## src/rtl/psram_test_pkg.sv

```systemverilog
// rtl/psram_test_pkg.sv - shared types and constants for the PSRAM write/read-back test sequencer
package psram_test_pkg;

    // Sequencer states: one request/accept/complete triple per word in each phase
    typedef enum logic [3:0] {
        ST_IDLE,
        ST_WR_ISSUE,
        ST_WR_ACC,
        ST_WR_CPL,
        ST_RD_ISSUE,
        ST_RD_ACC,
        ST_RD_CPL,
        ST_CHECK,
        ST_FINISH
    } state_e;

    // pattern_sel encodings
    localparam logic [1:0] PAT_ADDR = 2'd0;
    localparam logic [1:0] PAT_INV  = 2'd1;
    localparam logic [1:0] PAT_WALK = 2'd2;
    localparam logic [1:0] PAT_LFSR = 2'd3;

    // Fibonacci taps 16,14,13,11 expressed as bit positions 15,13,12,10
    localparam logic [15:0] LFSR_TAPS = 16'hB400;

    function automatic logic [15:0] lfsr_next(input logic [15:0] s);
        return {s[14:0], ^(s & LFSR_TAPS)};
    endfunction

endpackage

```

## src/rtl/psram_pattern_gen.sv

```systemverilog
// rtl/psram_pattern_gen.sv - expected-data generator shared by the write and read phases
//
// Ports:
//   clk, reset          clock, asynchronous active-high reset
//   pattern_sel_i       latched pattern selection
//   index_i             word index within the pass
//   addr_i              current memory word address
//   lfsr_step_i         advance the LFSR by one word
//   lfsr_reseed_i       reload LFSR_SEED (wins over step)
//   expected_o          data word for the current index
module psram_pattern_gen
    import psram_test_pkg::*;
#(
    parameter int          ADDR_W     = 24,
    parameter int          DATA_W     = 16,
    parameter int          DEPTH_LOG2 = 4,
    parameter logic [15:0] LFSR_SEED  = 16'hACE1
) (
    input  logic                  clk,
    input  logic                  reset,
    input  logic [1:0]            pattern_sel_i,
    input  logic [DEPTH_LOG2-1:0] index_i,
    input  logic [ADDR_W-1:0]     addr_i,
    input  logic                  lfsr_step_i,
    input  logic                  lfsr_reseed_i,
    output logic [DATA_W-1:0]     expected_o
);

    logic [15:0]       lfsr_q;
    logic [DATA_W-1:0] addr_ext;
    logic [DATA_W-1:0] walk;
    logic [31:0]       shamt;

    always_ff @(posedge clk or posedge reset) begin
        if (reset) begin
            lfsr_q <= LFSR_SEED;
        end else if (lfsr_reseed_i) begin
            lfsr_q <= LFSR_SEED;
        end else if (lfsr_step_i) begin
            lfsr_q <= lfsr_next(lfsr_q);
        end
    end

    always_comb begin
        addr_ext = DATA_W'(addr_i);
        shamt    = 32'(index_i) % 32'(DATA_W);
        walk     = DATA_W'(1) << shamt;
        case (pattern_sel_i)
            PAT_ADDR: expected_o = addr_ext;
            PAT_INV:  expected_o = ~addr_ext;
            PAT_WALK: expected_o = walk;
            default:  expected_o = DATA_W'(lfsr_q);
        endcase
    end

endmodule

```

## src/rtl/psram_test_seq.sv

```systemverilog
// rtl/psram_test_seq.sv - PSRAM write/read-back test sequencer
//
// Ports:
//   clk, reset                 clock, asynchronous active-high reset
//   start, loop, pattern_sel   pass control
//   mem_ready, mem_data_out    controller status and read data
//   mem_addr, mem_read_strb,
//   mem_write_strb, mem_data_in  controller request interface
//   busy, done, pass, timeout  pass status
//   err_count, first_err_addr,
//   first_err_data, pass_count  result counters
module psram_test_seq
    import psram_test_pkg::*;
#(
    parameter int                ADDR_W     = 24,
    parameter int                DATA_W     = 16,
    parameter int                DEPTH_LOG2 = 4,
    parameter logic [ADDR_W-1:0] BASE_ADDR  = '0,
    parameter logic [15:0]       LFSR_SEED  = 16'hACE1,
    parameter int                TIMEOUT    = 4095
) (
    input  logic              clk,
    input  logic              reset,
    input  logic              start,
    input  logic              loop,
    input  logic [1:0]        pattern_sel,
    input  logic              mem_ready,
    input  logic [DATA_W-1:0] mem_data_out,
    output logic [ADDR_W-1:0] mem_addr,
    output logic              mem_read_strb,
    output logic              mem_write_strb,
    output logic [DATA_W-1:0] mem_data_in,
    output logic              busy,
    output logic              done,
    output logic              pass,
    output logic              timeout,
    output logic [15:0]       err_count,
    output logic [ADDR_W-1:0] first_err_addr,
    output logic [DATA_W-1:0] first_err_data,
    output logic [15:0]       pass_count
);

    localparam int                    TW       = $clog2(TIMEOUT + 1);
    localparam logic [DEPTH_LOG2-1:0] LAST_IDX = '1;

    state_e                state_q, state_d;
    logic [DEPTH_LOG2-1:0] index_q, index_d;
    logic [1:0]            pat_q, pat_d;
    logic [TW-1:0]         wait_q, wait_d;
    logic [DATA_W-1:0]     rdata_q, rdata_d;
    logic                  pass_err_q, pass_err_d;
    logic                  pass_q, pass_d;
    logic                  timeout_q, timeout_d;
    logic [15:0]           err_count_q, err_count_d;
    logic [15:0]           pass_count_q, pass_count_d;
    logic [ADDR_W-1:0]     ferr_addr_q, ferr_addr_d;
    logic [DATA_W-1:0]     ferr_data_q, ferr_data_d;
    logic                  lfsr_step, lfsr_reseed;
    logic                  waiting, progress;
    logic [ADDR_W-1:0]     cur_addr;
    logic [DATA_W-1:0]     expected;

    assign cur_addr = BASE_ADDR + ADDR_W'(index_q);

    psram_pattern_gen #(
        .ADDR_W     (ADDR_W),
        .DATA_W     (DATA_W),
        .DEPTH_LOG2 (DEPTH_LOG2),
        .LFSR_SEED  (LFSR_SEED)
    ) u_gen (
        .clk           (clk),
        .reset         (reset),
        .pattern_sel_i (pat_q),
        .index_i       (index_q),
        .addr_i        (cur_addr),
        .lfsr_step_i   (lfsr_step),
        .lfsr_reseed_i (lfsr_reseed),
        .expected_o    (expected)
    );

    always_ff @(posedge clk or posedge reset) begin
        if (reset) begin
            state_q      <= ST_IDLE;
            index_q      <= '0;
            pat_q        <= PAT_ADDR;
            wait_q       <= '0;
            rdata_q      <= '0;
            pass_err_q   <= 1'b0;
            pass_q       <= 1'b0;
            timeout_q    <= 1'b0;
            err_count_q  <= '0;
            pass_count_q <= '0;
            ferr_addr_q  <= '0;
            ferr_data_q  <= '0;
        end else begin
            state_q      <= state_d;
            index_q      <= index_d;
            pat_q        <= pat_d;
            wait_q       <= wait_d;
            rdata_q      <= rdata_d;
            pass_err_q   <= pass_err_d;
            pass_q       <= pass_d;
            timeout_q    <= timeout_d;
            err_count_q  <= err_count_d;
            pass_count_q <= pass_count_d;
            ferr_addr_q  <= ferr_addr_d;
            ferr_data_q  <= ferr_data_d;
        end
    end

    always_comb begin
        state_d      = state_q;
        index_d      = index_q;
        pat_d        = pat_q;
        wait_d       = '0;
        rdata_d      = rdata_q;
        pass_err_d   = pass_err_q;
        pass_d       = pass_q;
        timeout_d    = timeout_q;
        err_count_d  = err_count_q;
        pass_count_d = pass_count_q;
        ferr_addr_d  = ferr_addr_q;
        ferr_data_d  = ferr_data_q;
        lfsr_step    = 1'b0;
        lfsr_reseed  = 1'b0;

        // Accept states wait for ready low, complete states for ready high
        waiting  = state_q inside {ST_WR_ACC, ST_WR_CPL, ST_RD_ACC, ST_RD_CPL};
        progress = (state_q inside {ST_WR_ACC, ST_RD_ACC}) ? !mem_ready : mem_ready;

        case (state_q)
            ST_IDLE: begin
                if (start) begin
                    state_d     = ST_WR_ISSUE;
                    index_d     = '0;
                    pat_d       = pattern_sel;
                    lfsr_reseed = 1'b1;
                    pass_err_d  = 1'b0;
                    timeout_d   = 1'b0;
                    err_count_d = '0;
                    ferr_addr_d = '0;
                    ferr_data_d = '0;
                end
            end
            ST_WR_ISSUE: if (mem_ready) state_d = ST_WR_ACC;
            ST_WR_ACC:   if (!mem_ready) state_d = ST_WR_CPL;
            ST_WR_CPL: begin
                if (mem_ready) begin
                    lfsr_step = 1'b1;
                    if (index_q == LAST_IDX) begin
                        index_d     = '0;
                        lfsr_reseed = 1'b1;
                        state_d     = ST_RD_ISSUE;
                    end else begin
                        index_d = index_q + 1'b1;
                        state_d = ST_WR_ISSUE;
                    end
                end
            end
            ST_RD_ISSUE: if (mem_ready) state_d = ST_RD_ACC;
            ST_RD_ACC:   if (!mem_ready) state_d = ST_RD_CPL;
            ST_RD_CPL: begin
                if (mem_ready) begin
                    rdata_d = mem_data_out;
                    state_d = ST_CHECK;
                end
            end
            ST_CHECK: begin
                lfsr_step = 1'b1;
                if (rdata_q != expected) begin
                    pass_err_d = 1'b1;
                    if (err_count_q == 16'd0) begin
                        ferr_addr_d = cur_addr;
                        ferr_data_d = rdata_q;
                    end
                    if (err_count_q != 16'hFFFF) err_count_d = err_count_q + 16'd1;
                end
                if (index_q == LAST_IDX) begin
                    state_d = ST_FINISH;
                end else begin
                    index_d = index_q + 1'b1;
                    state_d = ST_RD_ISSUE;
                end
            end
            ST_FINISH: begin
                pass_count_d = pass_count_q + 16'd1;
                pass_d       = !pass_err_q && !timeout_q;
                if (loop && !timeout_q) begin
                    state_d     = ST_WR_ISSUE;
                    index_d     = '0;
                    lfsr_reseed = 1'b1;
                    pass_err_d  = 1'b0;
                end else begin
                    state_d = ST_IDLE;
                end
            end
            default: state_d = ST_IDLE;
        endcase

        // Watchdog on controller handshakes; an expiry aborts the pass
        if (waiting && !progress) begin
            if (wait_q == TW'(TIMEOUT - 1)) begin
                timeout_d = 1'b1;
                state_d   = ST_FINISH;
            end else begin
                wait_d = wait_q + 1'b1;
            end
        end
    end

    // Strobes are combinational on mem_ready so they are never high while the controller is busy
    always_comb begin
        mem_write_strb = (state_q == ST_WR_ISSUE) && mem_ready;
        mem_read_strb  = (state_q == ST_RD_ISSUE) && mem_ready;
        busy           = state_q != ST_IDLE;
        done           = state_q == ST_FINISH;
        mem_addr       = busy ? cur_addr : '0;
        mem_data_in    = (state_q inside {ST_WR_ISSUE, ST_WR_ACC, ST_WR_CPL}) ? expected : '0;
    end

    assign pass           = pass_q;
    assign timeout        = timeout_q;
    assign err_count      = err_count_q;
    assign first_err_addr = ferr_addr_q;
    assign first_err_data = ferr_data_q;
    assign pass_count     = pass_count_q;

endmodule

```

## config.mk

```make
export PLATFORM = sky130hd
export DESIGN_NAME = psram_test_seq
export DESIGN_NICKNAME = d
export VERILOG_FILES = /design/src/rtl/psram_test_pkg.sv /design/src/rtl/psram_pattern_gen.sv /design/src/rtl/psram_test_seq.sv
export SDC_FILE = /design/constraint.sdc
export NUM_CORES = 1
export LEC_CHECK = 0
export ABC_CLOCK_PERIOD_IN_PS = 10400
export BUFFER_PORTS_ARGS = -buffer_cell sky130_fd_sc_hd__buf_2
export CORE_AREA = 2 2 111 113
export DETAILED_ROUTE_END_ITERATION = 8
export DIE_AREA = 0 0 113 115
export GPL_ROUTABILITY_DRIVEN = 0
export PLACE_DENSITY_LB_ADDON = 0.25
export SLEW_MARGIN = 30
export SYNTH_ARGS = -nofsm -noshare
export SYNTH_HDL_FRONTEND = slang
export SYNTH_SLANG_ARGS = --single-unit
```

## constraint.sdc

```tcl
create_clock -name clk -period 10.4 [get_ports clk]
set_input_delay 2.08 -clock clk [delete_from_list [all_inputs] [get_ports clk]]
set_output_delay 2.08 -clock clk [all_outputs]
set_load 0.005 [all_outputs]
```

==> results.py, run 1 <==
metrics = {
    "synthesis": {
        "ys_top_cells_by_area": "dfrtp_1 40%, nand2_1 5.8%, buf_4 5.2%",
        "synth.avg_cell_area_sq_um": 9.05,
        "synth.largest_area_cell": "dfrtp_1",
        "synth_edf_count": 0,
        "synth_flop_cell": "dfrtp_1",
        "ys_async_sr_fraction_pct": 100,
        "synth-seq-cells": 109,
        "yosys_warnings": 0,
        "syn_area_sq_um": 6390,
        "syn_inst": 706,
        "yosysUniqueCellTypes": 68,
        "synth-seq-area-share_pct": 42.8,
        "synth_top_area_share_pct": 39.5,
    },
    "worst_setup_path": {
        "cpMaxStageDelayCell": "buf_2",
        "reg2reg_depth": 7,
        "crit_type": "in2out",
        "crit_chain": "buf_2 -> nand3_1 -> nor3_1 -> buf_2",
        "crit_top_cell": "buf_2",
        "cp_slowest_stage_delay_ps": 200,
        "cp-start-kind": "input pin",
        "cp.required_ps": 8320,
        "worstPathArrival_ps": 2730,
        "path_max_fanout": 11,
        "endpoint_kind": "primary output",
    },
    "timing": {
        "worst_clock_skew_ps": 10.3,
        "setup-violations-final": 0,
        "tightest_slew_ps": 885,
        "rsz0062_at_grt": "false",
        "fin_crit_ps": 4810,
        "slew_violations": 0,
        "final_hold_viol_count": 0,
        "fin_ws_ps": 5590,
        "timing.hold.ws_ps": 468,
        "slew_headroom_pct": 40.6,
        "fin_tns_setup_ps": 0,
        "max_freq_mhz": 208,
        "post-route-period-util_pct": 46.2,
    },
    "power_and_ir_drop": {
        "ir_worst_vdd_uv": 120,
        "power.density_nw_per_um2": 221,
        "p_leak_uw": 0.00348,
    },
    "layout": {
        "diodes": 0,
        "final_cell_mix": "100 x buf_2, 99 x dfrtp_1, 98 x nand2_1, 46 x nor2_1, 42 x inv_1",
        "syn2layout_area_growth_pct": 11.6,
        "layout_commonest_cell": "buf_2",
        "drive_gt1_share_pct": 20.3,
        "final_cells": 934,
        "nets": 816,
    },
    "route": {
        "drc_errors": 13,
        "ant_nets": 0,
        "vias": 5350,
        "routed_via_density": 5.73,
        "drt_iter0_drc": 376,
        "wl_um": 15100,
        "wl_per_cell_um": 16.2,
        "dr.pass1.iters": 7,
    },
    "global_routing": {
        "grt_max_degree": 69,
        "grt_pass1_wl_um": 24000,
        "met3_usage_pct": 3.32,
        "grtUsageTotal_pct": 23.0,
        "grt_overflow": 0,
        "grtUsageMet1_pct": 32.2,
        "grt_pass1_vias": 4836,
        "top_usage_layer": "met2",
        "gr-usage-met2_pct": 36.8,
        "antenna_found_initial": 0,
    },
    "clocking": {
        "ctsResizeCount": 0,
        "clkLatencyLatePin_ps": 360,
        "cts_root_buf": "clkbuf_16",
        "clk_pin_slew_ps": 60,
        "htree_num_levels": 3,
        "cts_tree": "done",
        "clock_sinks": 109,
        "cts_buffer_depth": 2,
        "cts_made_buffers": 9,
        "hold_buffers": 0,
        "post-cts-setup-buffer-count": 0,
    },
    "run_status": {
        "violations": "design-rule violations",
        "status": "finished, violations left",
    },
    "floorplanning": {
        "std_cell_rows": 40,
        "die_h_um": 115,
        "start_util_pct": 54.1,
        "core_sq_um": 11800,
        "die_w_um": 113,
        "pin_count": 141,
        "die_area_sq_um": 13000,
    },
    "placement": {
        "place_inst": 918,
        "pre_cts_ws_ps": 5600,
        "dp_hpwl_um": 10700,
        "port_buffers": 100,
    },
    "worst_hold_path": {
        "hold_depth": 1,
        "hold_path_class": "reg2reg",
    },
    "job": {
        "drv_cap": 0,
    },
}
stage by stage:
step                util, %  cell area [sq um]  total power, uW
floorplan                 -               6540             1010
global placement       57.3               6770             1150
detailed placement     57.4               6780             1180
CTS                    60.3               7130             1580
global route           60.4               7130             1670
finish                 60.4               7130             1570
registers in the layout (all words and copies together) (netlist names), 2 cells and up:
| signal | flops |
|---|---|
| err_count | 16 |
| first_err_addr | 4 |
| first_err_data | 16 |
| index_q | 4 |
| pass_count | 16 |
| pat_q | 2 |
| rdata_q | 16 |
| state_q | 4 |
| u_gen.lfsr_q | 16 |
| wait_q | 12 |
kinds of logic after synthesis:
kind of cell,after synthesis,share of synthesized area [%]
simple gates,266,21.0
compound gates,125,12.7
buf+inv,122,10.4
flops,109,42.8
xor+xnor,36,4.93
mux,36,5.93
fa+ha+maj,11,2.15
other cells,1,0.0587
synth_stat cells, types with 5 or more instances:
| cell | n |
|---|---|
| o21ai_0 | 41 |
| nand2_1 | 98 |
| buf_2 | 6 |
| mux2i_1 | 21 |
| o22ai_1 | 8 |
| o31ai_1 | 8 |
| ha_1 | 11 |
| nand4_1 | 11 |
| nor2_1 | 46 |
| nand3_1 | 26 |
| nand2b_1 | 8 |
| dfstp_2 | 8 |
| nor3_1 | 21 |
| xor2_1 | 15 |
| clkbuf_1 | 23 |
| buf_4 | 44 |
| nor4_1 | 7 |
| and3b_1 | 8 |
| inv_1 | 43 |
| a21oi_1 | 18 |
| o41ai_1 | 9 |
| xnor2_1 | 21 |
| a31oi_1 | 5 |
| mux2_2 | 15 |
| dfrtp_1 | 101 |
routing by layer:
metal / wire, um / share of wire, %
met1: 6560 / 43
met2: 7260 / 48
met3: 999 / 6.6
met4: 267 / 1.8
met5: 0 / 0
critical path: cells and delay by family:
kind	cells	cell delay [ps]
buffers and inverters	2	340
AND/OR/NAND/NOR	2	310
where the power goes:
part | leakage [uW] | switching [uW] | internal [uW]
sequential | 0.00143 | 137 | 513
combinational | 0.00188 | 292 | 238
clock | 0.000170 | 158 | 237
final timing paths:
check	start	end	slack (ps)
max in group asynchronous	reset	pass_count[9]	7640
hold / removal	pass_count[15]	pass_count[15]	470
setup reg to reg	pat_q[0]	err_count[8]	6400
hold reg to reg	pass_count[15]	pass_count[15]	470
min in group asynchronous	reset	err_count[9]	1750
setup / recovery	mem_ready	mem_read_strb	5590
cell type report:
| cell class | count | area [sq um] |
|---|---|---|
| Fill cell | 1041 | 4680 |
| Multi-Input combinational cell | 514 | 3160 |
| Sequential cell | 109 | 2740 |
| Timing Repair Buffer | 105 | 542 |
| Clock buffer | 9 | 225 |
| Tap cell | 147 | 184 |
| Inverter | 43 | 164 |
| Clock inverter | 7 | 121 |
(Power assumes the default switching activity.)
==> run 2: changes to the inputs <==
Settings changed: ABC_AREA set to 1, ABC_CLOCK_PERIOD_IN_PS 10400 to 4800, CORE_AREA 2 2 111 113 to 2 2 112 114, DIE_AREA 0 0 113 115 to 0 0 114 116.
Clock period 10.4 ns to 4.8 ns, I/O delays scaled along.
==> run 2 against run 1 <==
Net effect: non-clock buffer count is 1 higher; clock power is 110% higher; core utilization is 0.56 points higher; global-route usage is 1.3 points higher; via count is 9.3% higher; critical endpoint is now first_err_addr[2]; hold slack worse by 2.9 ps; die area is 1.8% higher; register-to-register slack worse by 4600 ps; the run now ends clean; synthesized cell count is 25% higher; clock skew is 2.0 ps lower; combinational power is 140% higher.
==> results.py, run 2 <==
metrics = {
    "run_status": {
        "status": "complete, no violations",
    },
    "power_and_ir_drop": {
        "internal_power_uw": 1920,
        "power.switching_uw": 1300,
        "power.density_nw_per_um2": 444,
        "power.share.combinational_pct": 38.8,
        "swShare_pct": 40.3,
        "clockPowerShare_pct": 25.4,
        "seq_power_share_pct": 35.8,
        "p_leak_uw": 0.00387,
        "ir_worst_vdd_uv": 321,
    },
    "timing": {
        "fin_ws_ps": 1840,
        "post-route-period-util_pct": 61.7,
        "max_freq_mhz": 338,
        "timing.hold.ws_ps": 465,
        "fin_tns_setup_ps": 0,
        "rsz0062_at_grt": "false",
        "setup-violations-final": 0,
        "worst_clock_skew_ps": 8.26,
        "fin_crit_ps": 2960,
        "slew_violations": 0,
        "final_hold_viol_count": 0,
        "slew_headroom_pct": 50.0,
        "tightest_slew_ps": 747,
    },
    "synthesis": {
        "synth-seq-cells": 109,
        "ys_top_cells_by_area": "dfrtp_1 39%, nand2_1 13%, nor2_1 8.1%",
        "synth-seq-area-share_pct": 41.9,
        "yosys-top-cells-count": "220 x nand2_1, 141 x nor2_1, 101 x dfrtp_1, 85 x inv_1, 46 x nand3_1",
        "synth.avg_cell_area_sq_um": 7.41,
        "syn_inst": 882,
        "yosys_warnings": 0,
        "synth_top_area_share_pct": 38.7,
        "synth_edf_count": 0,
        "ys_async_sr_fraction_pct": 100,
        "synth.largest_area_cell": "dfrtp_1",
        "synth_flop_cell": "dfrtp_1",
        "yosysMostFrequentCell": "nand2_1",
        "syn_area_sq_um": 6530,
        "yosysUniqueCellTypes": 38,
    },
    "route": {
        "drc_errors": 0,
        "wl_per_cell_um": 13.8,
        "wl_um": 15500,
        "ant_nets": 0,
        "dr.pass1.iters": 8,
        "routed_via_density": 5.22,
        "drt_iter0_drc": 460,
        "vias": 5845,
    },
    "clocking": {
        "ctsResizeCount": 0,
        "cts_tree": "done",
        "htree_num_levels": 3,
        "cts_root_buf": "clkbuf_16",
        "post-cts-setup-buffer-count": 0,
        "clock_sinks": 109,
        "clkLatencyLatePin_ps": 360,
        "cts_buffer_depth": 2,
        "clk_pin_slew_ps": 70,
        "hold_buffers": 0,
        "cts_made_buffers": 9,
    },
    "layout": {
        "layout_commonest_cell": "nand2_1",
        "final_cell_mix": "219 x nand2_1, 139 x nor2_1, 101 x dfrtp_1, 100 x buf_2, 83 x inv_1",
        "syn2layout_area_growth_pct": 11.2,
        "diodes": 0,
        "drive_gt1_share_pct": 15.6,
        "utilization_pct": 61.0,
        "final_cells": 1119,
        "nets": 1001,
    },
    "worst_setup_path": {
        "cp-startpoint": "index_q[2]",
        "timing.rr.start": "index_q[2]",
        "path_max_fanout": 39,
        "worstPathArrival_ps": 3200,
        "cp.required_ps": 5040,
        "setup.worst_path.end": "first_err_addr[2]",
        "reg2reg_slack_ps": 1840,
        "r2r_end": "first_err_addr[2]",
        "crit_type": "reg2reg",
        "endpoint_kind": "register",
        "reg2reg_depth": 14,
        "cp-start-kind": "register",
    },
    "placement": {
        "place_inst": 1103,
        "dp_hpwl_um": 11300,
        "port_buffers": 100,
        "pre_cts_ws_ps": 1710,
    },
    "global_routing": {
        "antenna_found_initial": 0,
        "grtUsageMet1_pct": 33.3,
        "gr-usage-met2_pct": 39.2,
        "grt_pass1_wl_um": 25400,
        "grtUsageTotal_pct": 24.3,
        "grt_overflow": 0,
        "grt_pass1_vias": 5232,
        "grt_max_degree": 47,
        "top_usage_layer": "met2",
        "met3_usage_pct": 4.29,
    },
    "floorplanning": {
        "std_cell_rows": 40,
        "core_sq_um": 11900,
        "die_w_um": 114,
        "pin_count": 141,
        "start_util_pct": 54.8,
        "die_h_um": 116,
        "die_area_sq_um": 13200,
    },
    "worst_hold_path": {
        "hold_path_class": "reg2reg",
        "hold_depth": 2,
    },
    "job": {
        "drv_cap": 0,
    },
}
==> run 2: cell count changes after synthesis, sizes merged, moves of 18 or more <==
cell | previous run | this run
nand4 | 11 | 43
nor2 | 46 | 142
inv | 43 | 90
a21oi | 18 | 36
nand2 | 99 | 222
nand3 | 26 | 50
mux2i | 21 | 0
==> run 2: through the flow <==
stage	area (sq um)	power [uW]
global placement	6920	2380
CTS	7260	3230
global route	7260	3460
floorplan	6680	2080
detailed placement	6930	2400
finish	7260	3220
==> run 2: kinds of logic after synthesis <==
family / Yosys count / synth area share (%)
and+or+nand+nor: 487 / 32.2
buffers and inverters: 161 / 12.7
DFF: 109 / 41.9
AOI/OAI and AO/OA: 85 / 7.24
xor gates and xnor gates: 28 / 3.75
adders and majority gates: 11 / 2.11
other: 1 / 0.0574
==> run 2: worst min path at each step <==
stage                                    to         startpoint  slack (ps)
after floorplan                        pass         pass_err_q         430
after global placement    first_err_data[0]  first_err_data[0]         450
after detailed placement  first_err_data[7]  first_err_data[7]         450
after CTS                 first_err_data[7]  first_err_data[7]         470
after global routing      first_err_data[9]  first_err_data[9]         490
final                     first_err_data[7]  first_err_data[7]         460
==> run 2: layout make-up <==
class                   instances  area, sq um
fillers                      1125         4650
multi-input cells             651         3130
flip-flops and latches        109         2740
repair buffers                106          546
inverters                      90          340
clock buffers                  12          256
well taps                     147          184
clock inverters                 4         70.1
==> run 2: power groups by stage <==
stage               registers (uW)  logic, uW  clock network (uW)
floorplan                     1130        951                   0
global placement              1170       1220                   0
detailed placement            1170       1230                   0
CTS                           1150       1240                 834
global route                  1170       1430                 867
finish                        1150       1250                 819
==> run 2: layer usage <==
layer / up-vias / part of all wire (%)
met5: - / 0
met2: 183 / 47
met4: 0 / 1.8
met3: 18 / 5.3
li1: 2926 / -
met1: 2718 / 46
==> run 2: critical path, stage by stage (launching register included) <==
cell and delay (ps):
dfrtp_1 480, inv_1 200, ha_1 210, nand2_1 60, nand2_1 80, o21ai_0 140
nand2_1 90, nand2_1 60, nand3_1 90, nor2_1 70, nand3_2 60, buf_4 340
nand3_1 640, nand2_1 230, nand2_1 70
